$ cat config.mk
export PLATFORM = sky130hd
export DESIGN_NAME = rf_param_hs_flat
export DESIGN_NICKNAME = d
export VERILOG_FILES = /design/src/rtl/rf_pkg.sv /design/src/rtl/rf_param_hs_if.sv /design/src/rtl/rf_hs_ctrl.sv /design/src/rtl/rf_param_hs.sv /design/src/flat_wrapper.sv
export SDC_FILE = /design/constraint.sdc
export NUM_CORES = 2
export LEC_CHECK = 0
export CORE_ASPECT_RATIO = 1.5
export CORE_MARGIN = 2
export CORE_UTILIZATION = 40
export CTS_CLUSTER_SIZE = 40
export DETAILED_ROUTE_END_ITERATION = 7
export PLACE_DENSITY_LB_ADDON = 0.25
export SLEW_MARGIN = 20
export SYNTH_ARGS = -nofsm -noshare
export SYNTH_HDL_FRONTEND = slang
export SYNTH_HIERARCHICAL = 1
export SYNTH_SLANG_ARGS = --single-unit
$ cat constraint.sdc
create_clock -name clk -period 5.8 [get_ports clk]
set_input_delay 0.87 -clock clk [delete_from_list [all_inputs] [get_ports clk]]
set_output_delay 0.87 -clock clk [all_outputs]
set_load 0.02 [all_outputs]
$ cat src/rtl/rf_pkg.sv
// Shared definitions for the rf_param_hs register file: handshake state
// encodings and default geometry.
package rf_pkg;

  typedef enum logic [1:0] {
    RF_IDLE    = 2'd0,
    RF_CAPTURE = 2'd1,
    RF_ACCESS  = 2'd2,
    RF_DONE    = 2'd3
  } rf_state_e;

  localparam int RF_DATA_W_DEF = 32;
  localparam int RF_DEPTH_DEF  = 32;

endpackage

$ cat src/rtl/rf_param_hs_if.sv
// Request/response bundle between the control FSM (master) and the
// rf_param_hs register file (slave).
interface rf_param_hs_if
  import rf_pkg::*;
#(
  parameter int DATA_W = RF_DATA_W_DEF,
  parameter int DEPTH  = RF_DEPTH_DEF
);
  localparam int ADDR_W = $clog2(DEPTH);

  logic              start;
  logic [ADDR_W-1:0] read_addr_s;
  logic [ADDR_W-1:0] read_addr_t;
  logic [ADDR_W-1:0] write_addr;
  logic [DATA_W-1:0] write_data;
  logic              write_enabled;
  logic              finish;
  logic              busy;
  logic [DATA_W-1:0] read_data_s;
  logic [DATA_W-1:0] read_data_t;

  modport master (
    output start, read_addr_s, read_addr_t, write_addr, write_data, write_enabled,
    input  finish, busy, read_data_s, read_data_t
  );

  modport slave (
    input  start, read_addr_s, read_addr_t, write_addr, write_data, write_enabled,
    output finish, busy, read_data_s, read_data_t
  );

endinterface

$ cat src/rtl/rf_hs_ctrl.sv
// Start/finish handshake FSM for rf_param_hs: IDLE -> CAPTURE -> ACCESS -> DONE.
// finish and busy are registered copies of the next-state decode.
module rf_hs_ctrl
  import rf_pkg::*;
(
  input  logic clk,
  input  logic rst_n,
  input  logic start,
  output logic capture_en,
  output logic access_en,
  output logic finish,
  output logic busy
);

  rf_state_e state_r;
  rf_state_e state_s;
  logic      finish_r;
  logic      busy_r;

  // Next-state and strobe decode.
  always_comb begin
    state_s    = state_r;
    capture_en = 1'b0;
    access_en  = 1'b0;
    case (state_r)
      RF_IDLE: begin
        if (start) begin
          state_s    = RF_CAPTURE;
          capture_en = 1'b1;
        end else begin
          state_s = RF_IDLE;
        end
      end
      RF_CAPTURE: state_s = RF_ACCESS;
      RF_ACCESS: begin
        access_en = 1'b1;
        state_s   = RF_DONE;
      end
      RF_DONE: begin
        // A new request only starts after start has been seen low once.
        if (start) begin
          state_s = RF_DONE;
        end else begin
          state_s = RF_IDLE;
        end
      end
      default: state_s = RF_IDLE;
    endcase
  end

  // State register and registered status outputs.
  always_ff @(posedge clk or negedge rst_n) begin
    if (!rst_n) begin
      state_r  <= RF_IDLE;
      finish_r <= 1'b0;
      busy_r   <= 1'b0;
    end else begin
      state_r  <= state_s;
      finish_r <= (state_s == RF_DONE);
      busy_r   <= (state_s == RF_CAPTURE) || (state_s == RF_ACCESS);
    end
  end

  assign finish = finish_r;
  assign busy   = busy_r;

endmodule

$ cat src/rtl/rf_param_hs.sv
// Parametrised 2-read/1-write register file with start/finish handshake; r0 reads as zero.
// Build option: define RF_BYPASS_EN to forward same-request write data to the read ports.
module rf_param_hs
  import rf_pkg::*;
#(
  parameter int DATA_W = RF_DATA_W_DEF,
  parameter int DEPTH  = RF_DEPTH_DEF
) (
  input  logic          clk,
  input  logic          rst_n,
  rf_param_hs_if.slave  bus
);

  localparam int ADDR_W = $clog2(DEPTH);
  localparam logic [ADDR_W-1:0] ADDR_ZERO = {ADDR_W{1'b0}};
  localparam logic [DATA_W-1:0] DATA_ZERO = {DATA_W{1'b0}};
`ifdef RF_BYPASS_EN
  localparam bit BYPASS = 1'b1;
`else
  localparam bit BYPASS = 1'b0;
`endif

  logic              capture_en_s;
  logic              access_en_s;
  logic              finish_s;
  logic              busy_s;

  logic [ADDR_W-1:0] s_addr_r;
  logic [ADDR_W-1:0] t_addr_r;
  logic [ADDR_W-1:0] w_addr_r;
  logic [DATA_W-1:0] w_data_r;
  logic              w_en_r;
  logic [DATA_W-1:0] mem_r [DEPTH];
  logic [DATA_W-1:0] s_out_r;
  logic [DATA_W-1:0] t_out_r;

  logic              wr_ok_s;
  logic [DATA_W-1:0] s_data_s;
  logic [DATA_W-1:0] t_data_s;

  rf_hs_ctrl u_ctrl (
    .clk        (clk),
    .rst_n      (rst_n),
    .start      (bus.start),
    .capture_en (capture_en_s),
    .access_en  (access_en_s),
    .finish     (finish_s),
    .busy       (busy_s)
  );

  // Request capture; inputs are ignored once the request is latched.
  always_ff @(posedge clk or negedge rst_n) begin
    if (!rst_n) begin
      s_addr_r <= ADDR_ZERO;
      t_addr_r <= ADDR_ZERO;
      w_addr_r <= ADDR_ZERO;
      w_data_r <= DATA_ZERO;
      w_en_r   <= 1'b0;
    end else if (capture_en_s) begin
      s_addr_r <= bus.read_addr_s;
      t_addr_r <= bus.read_addr_t;
      w_addr_r <= bus.write_addr;
      w_data_r <= bus.write_data;
      w_en_r   <= bus.write_enabled;
    end
  end

  // Read muxes with r0 forced to zero and optional write forwarding.
  always_comb begin
    wr_ok_s = w_en_r && (w_addr_r != ADDR_ZERO);
    if (s_addr_r == ADDR_ZERO) begin
      s_data_s = DATA_ZERO;
    end else if (BYPASS && wr_ok_s && (s_addr_r == w_addr_r)) begin
      s_data_s = w_data_r;
    end else begin
      s_data_s = mem_r[s_addr_r];
    end
    if (t_addr_r == ADDR_ZERO) begin
      t_data_s = DATA_ZERO;
    end else if (BYPASS && wr_ok_s && (t_addr_r == w_addr_r)) begin
      t_data_s = w_data_r;
    end else begin
      t_data_s = mem_r[t_addr_r];
    end
  end

  // Storage array; r0 is never written because wr_ok_s excludes it.
  always_ff @(posedge clk or negedge rst_n) begin
    if (!rst_n) begin
      for (int i = 0; i < DEPTH; i++) begin
        mem_r[i] <= DATA_ZERO;
      end
    end else if (access_en_s && wr_ok_s) begin
      mem_r[w_addr_r] <= w_data_r;
    end
  end

  // Read data registers, updated only on the ACCESS edge.
  always_ff @(posedge clk or negedge rst_n) begin
    if (!rst_n) begin
      s_out_r <= DATA_ZERO;
      t_out_r <= DATA_ZERO;
    end else if (access_en_s) begin
      s_out_r <= s_data_s;
      t_out_r <= t_data_s;
    end
  end

  assign bus.finish      = finish_s;
  assign bus.busy        = busy_s;
  assign bus.read_data_s = s_out_r;
  assign bus.read_data_t = t_out_r;

endmodule
$ cat src/flat_wrapper.sv
// flat-port wrapper written by rule: the top's interface ports become plain ports
module rf_param_hs_flat import rf_pkg::*;
#(
  parameter int DATA_W = RF_DATA_W_DEF,
  parameter int DEPTH  = RF_DEPTH_DEF
)
  (clk, rst_n, bus_start, bus_read_addr_s, bus_read_addr_t, bus_write_addr, bus_write_data, bus_write_enabled, bus_finish, bus_busy, bus_read_data_s, bus_read_data_t);
  rf_param_hs_if #(.DATA_W(DATA_W), .DEPTH(DEPTH)) bus_i ();
  input  logic clk;
  input  logic rst_n;
  input wire logic [$bits(bus_i.start)-1:0] bus_start;
  input wire logic [$bits(bus_i.read_addr_s)-1:0] bus_read_addr_s;
  input wire logic [$bits(bus_i.read_addr_t)-1:0] bus_read_addr_t;
  input wire logic [$bits(bus_i.write_addr)-1:0] bus_write_addr;
  input wire logic [$bits(bus_i.write_data)-1:0] bus_write_data;
  input wire logic [$bits(bus_i.write_enabled)-1:0] bus_write_enabled;
  output wire logic [$bits(bus_i.finish)-1:0] bus_finish;
  output wire logic [$bits(bus_i.busy)-1:0] bus_busy;
  output wire logic [$bits(bus_i.read_data_s)-1:0] bus_read_data_s;
  output wire logic [$bits(bus_i.read_data_t)-1:0] bus_read_data_t;
  assign bus_i.start = bus_start;
  assign bus_i.read_addr_s = bus_read_addr_s;
  assign bus_i.read_addr_t = bus_read_addr_t;
  assign bus_i.write_addr = bus_write_addr;
  assign bus_i.write_data = bus_write_data;
  assign bus_i.write_enabled = bus_write_enabled;
  assign bus_finish = bus_i.finish;
  assign bus_busy = bus_i.busy;
  assign bus_read_data_s = bus_i.read_data_s;
  assign bus_read_data_t = bus_i.read_data_t;
  rf_param_hs #(.DATA_W(DATA_W), .DEPTH(DEPTH)) u_core (.clk(clk), .rst_n(rst_n), .bus(bus_i));
endmodule
==> impl_metrics.py <==
metrics = {
    "sta": {
        "period_share": 0.584,
        "whs_ns": 0.105,
        "max_freq_ghz": 0.295,
        "report.final.setup_viol": 0,
        "hold_viol_final": 0,
        "slew_viol_final": 0,
        "worst_slew_pin_slew_ns": 1.18,
        "finalClockSkew_ns": 0.0316,
        "relSlewSlack": 0.210,
        "layout_min_cycle_time_ns": 3.39,
        "setup_ws_ns": 2.41,
        "rsz0062_at_grt": "no",
        "fin_tns_setup_ns": 0,
    },
    "power_and_ir_drop": {
        "vdd_drop_max_uv": 290,
        "p_leak_uw": 0.0296,
        "power_density_mw_per_mm2": 543,
        "power_uw": 35900,
    },
    "floorplanning": {
        "ios": 117,
        "die_area_mm2": 0.152,
        "die_x_um": 319,
        "fp.dieH_um": 476,
        "rows": 173,
        "core_mm2": 0.148,
        "initial_utilization": 0.402,
    },
    "global_routing": {
        "antenna_found_initial": 3,
        "track_usage": 0.246,
        "grt_pass1_vias": 40100,
        "grt_max_degree": 156,
        "grt-ovfl-total": 0,
        "grt_pass1_wl_mm": 277,
    },
    "place": {
        "port_buffers": 116,
        "dp_hpwl_mm": 114,
        "place.gp.congestion": 0.805,
        "pre_cts_ws_ns": 2.38,
        "placed_cell_area_mm2": 0.0622,
    },
    "synth": {
        "post-synth-top-count-cell": "mux2_2",
        "ys_seq_area_frac": 0.479,
        "synth_area_per_cell_um2": 14.2,
        "ys_top_cells_by_area": "dfrtp_1 48%, mux2_2 24%, mux4_2 12%",
        "synth_common_cells": "1,285 x mux2_2, 1,140 x dfrtp_1, 324 x mux4_2",
        "synth_top_cell_by_area": "dfrtp_1",
        "syn_nets": 4252,
        "synth-seq-cells": 1140,
        "yosys_most_used_dff": "dfrtp_1",
        "synth_edf_count": 0,
        "synth_area_mm2": 0.0595,
        "ys_warn_count": 6,
        "synth.distinct_cells": 44,
        "synth_cells": 4200,
        "synth_top_area_share": 0.479,
        "synth-async-reset-ratio": 1.00,
    },
    "cts": {
        "htreeDepth": 3,
        "cts_tree": "yes",
        "clkSinkCount": 1140,
        "postCtsSetupBuffers": 0,
        "cts_resized": 0,
        "cts.clk_slew.worst_paths_ns": 0.06,
        "cts_buffer_depth": 3,
        "cts_hold_buf": 0,
        "ctsRootBufferMaster": "clkbuf_16",
        "insertion_delay_ns": 0.76,
        "numCtsBuffers": 113,
    },
    "routing": {
        "vias": 37900,
        "post-route-drc-count": 0,
        "drt_iter0_drc": 3175,
        "vias_per_cell": 6.22,
        "wire_per_inst_um": 30.6,
        "drtPass1Iterations": 8,
        "wl_mm": 186,
        "ant_nets": 0,
    },
    "worst_setup_path": {
        "cp-end-kind": "flip-flop",
        "crit_slowest_cell": "nor3_4",
        "start_kind": "flip-flop",
        "slowest_delay_ns": 0.95,
        "criticalPathCategory": "reg -> reg",
        "worstPathRequired_ns": 6.43,
        "arrival_ns": 4.01,
        "crit_chain": "nor2b_4 -> and3_1 -> nand3_1 -> nor3_4 -> buf_4 -> mux2_2",
        "crit_fanout": 17,
    },
    "min_path": {
        "hp-class": "in -> async",
    },
    "final_layout": {
        "syn_to_final_growth_pct": 11.0,
        "final_cell_area_mm2": 0.0661,
        "drive_gt1_frac": 0.473,
        "multi_input_area_mm2": 0.0290,
        "fin_nets": 4126,
        "fill_cells": 13200,
        "final-seq-area_mm2": 0.0286,
    },
    "run": {
        "drv_cap": 0,
    },
    "outcome": {
        "outcome": "complete, no violations",
    },
}
-- layout by cell type, fill, tap and decap left out, types with 3 or more instances in the layout --
| master | n |
|---|---|
| nand2_2 | 7 |
| a222oi_1 | 62 |
| and3_1 | 61 |
| clkbuf_16 | 115 |
| dfrtp_4 | 6 |
| clkinv_8 | 4 |
| clkbuf_1 | 22 |
| nor2b_4 | 3 |
| clkdlybuf4s50_1 | 115 |
| mux2i_1 | 128 |
| bufinv_16 | 9 |
| clkinv_2 | 22 |
| nand2b_1 | 6 |
| nand3_4 | 5 |
| nor3_4 | 4 |
| nor2b_1 | 69 |
| buf_12 | 17 |
| a31oi_1 | 60 |
| o21ai_0 | 66 |
| nand3_1 | 124 |
| dfrtp_2 | 6 |
| nor3_1 | 6 |
| mux2_1 | 5 |
| nor2_4 | 18 |
| mux4_2 | 324 |
| a22oi_1 | 62 |
| buf_16 | 4 |
| a211oi_1 | 124 |
| buf_4 | 84 |
| dfrtp_1 | 1128 |
| clkinvlp_4 | 7 |
| nor2_1 | 69 |
| nor3b_2 | 3 |
| clkbuf_8 | 27 |
| o22a_1 | 60 |
| nand2_1 | 10 |
| nor3b_4 | 3 |
| mux2_2 | 1285 |
-- sequential cells by signal, indices dropped and copies added (netlist names) --
register                flops
u_core/u_ctrl/finish        1
u_core/w_en_r               1
u_core/bus.read_data_t     32
u_core/u_ctrl/state_r       2
u_core/s_addr_r             5
u_core/t_addr_r             5
u_core/bus.read_data_s     32
u_core/w_data_r            32
u_core/u_ctrl/busy          1
u_core/mem_r             1024
u_core/w_addr_r             5
-- cell type report --
cell class | instances | area share
clock inverters | 45 | 0.00794
repair buffers | 221 | 0.0340
well taps | 1925 | 0.0365
clock buffers | 164 | 0.0504
multi-input cells | 2596 | 0.439
diodes | 1 | 0.0000379
inverters | 2 | 0.000114
flip-flops and latches | 1140 | 0.432
-- path summary, 6_finish.rpt --
check	start	end	slack (ns)	depth (start not counted)
min in group clk	u_core/mem_r[994]	u_core/mem_r[994]	0.39	0
setup reg to reg	u_core/u_ctrl/state_r[1]	u_core/mem_r[122]	2.41	6
setup / recovery	u_core/u_ctrl/state_r[1]	u_core/mem_r[122]	2.41	6
hold reg to reg	u_core/mem_r[994]	u_core/mem_r[994]	0.39	0
max in group asynchronous	rst_n	u_core/mem_r[981]	4.24	2
hold / removal	rst_n	u_core/mem_r[668]	0.11	1
-- kinds of logic after synthesis --
group | share of synthesized area
buffers and inverters | 0.0391
AND/OR/NAND/NOR | 0.0361
AO/OA/AOI/OAI | 0.0568
flip-flops | 0.479
adder cells (fa/ha/maj) | 0.000210
multiplexers | 0.388
-- per-stage QoR --
| stage | cells | util |
|---|---|---|
| finish | 6094 | 0.447 |
| global route | 6094 | 0.447 |
| CTS | 6093 | 0.447 |
| detailed placement | 5884 | 0.421 |
| global placement | 5880 | 0.420 |
| floorplan | 4200 | - |
-- power by group --
part           leakage, uW  switching (uW)  internal [uW]
Clock              0.00189            3310           4390
Sequential          0.0156            3330          10700
Combinational       0.0121            7150           6970
-- routing by layer --
metal / GRT usage / wire length [um] / up-vias / part of all wire
met5: 0 / 11 / - / 0.000059
met4: 0.110 / 8590 / 2 / 0.046
met3: 0.0367 / 9470 / 368 / 0.051
met2: 0.411 / 91900 / 1203 / 0.49
met1: 0.315 / 76400 / 20500 / 0.41
li1: - / - / 15800 / -
-- critical path: cells and delay by family, from the launching register on --
kind          cells  cell delay (ns)
simple gates      4             2.03
buf+inv           1             0.46
flops             1             0.40
mux               1             0.37
No activity file was read; power rests on OpenSTA's default activity.
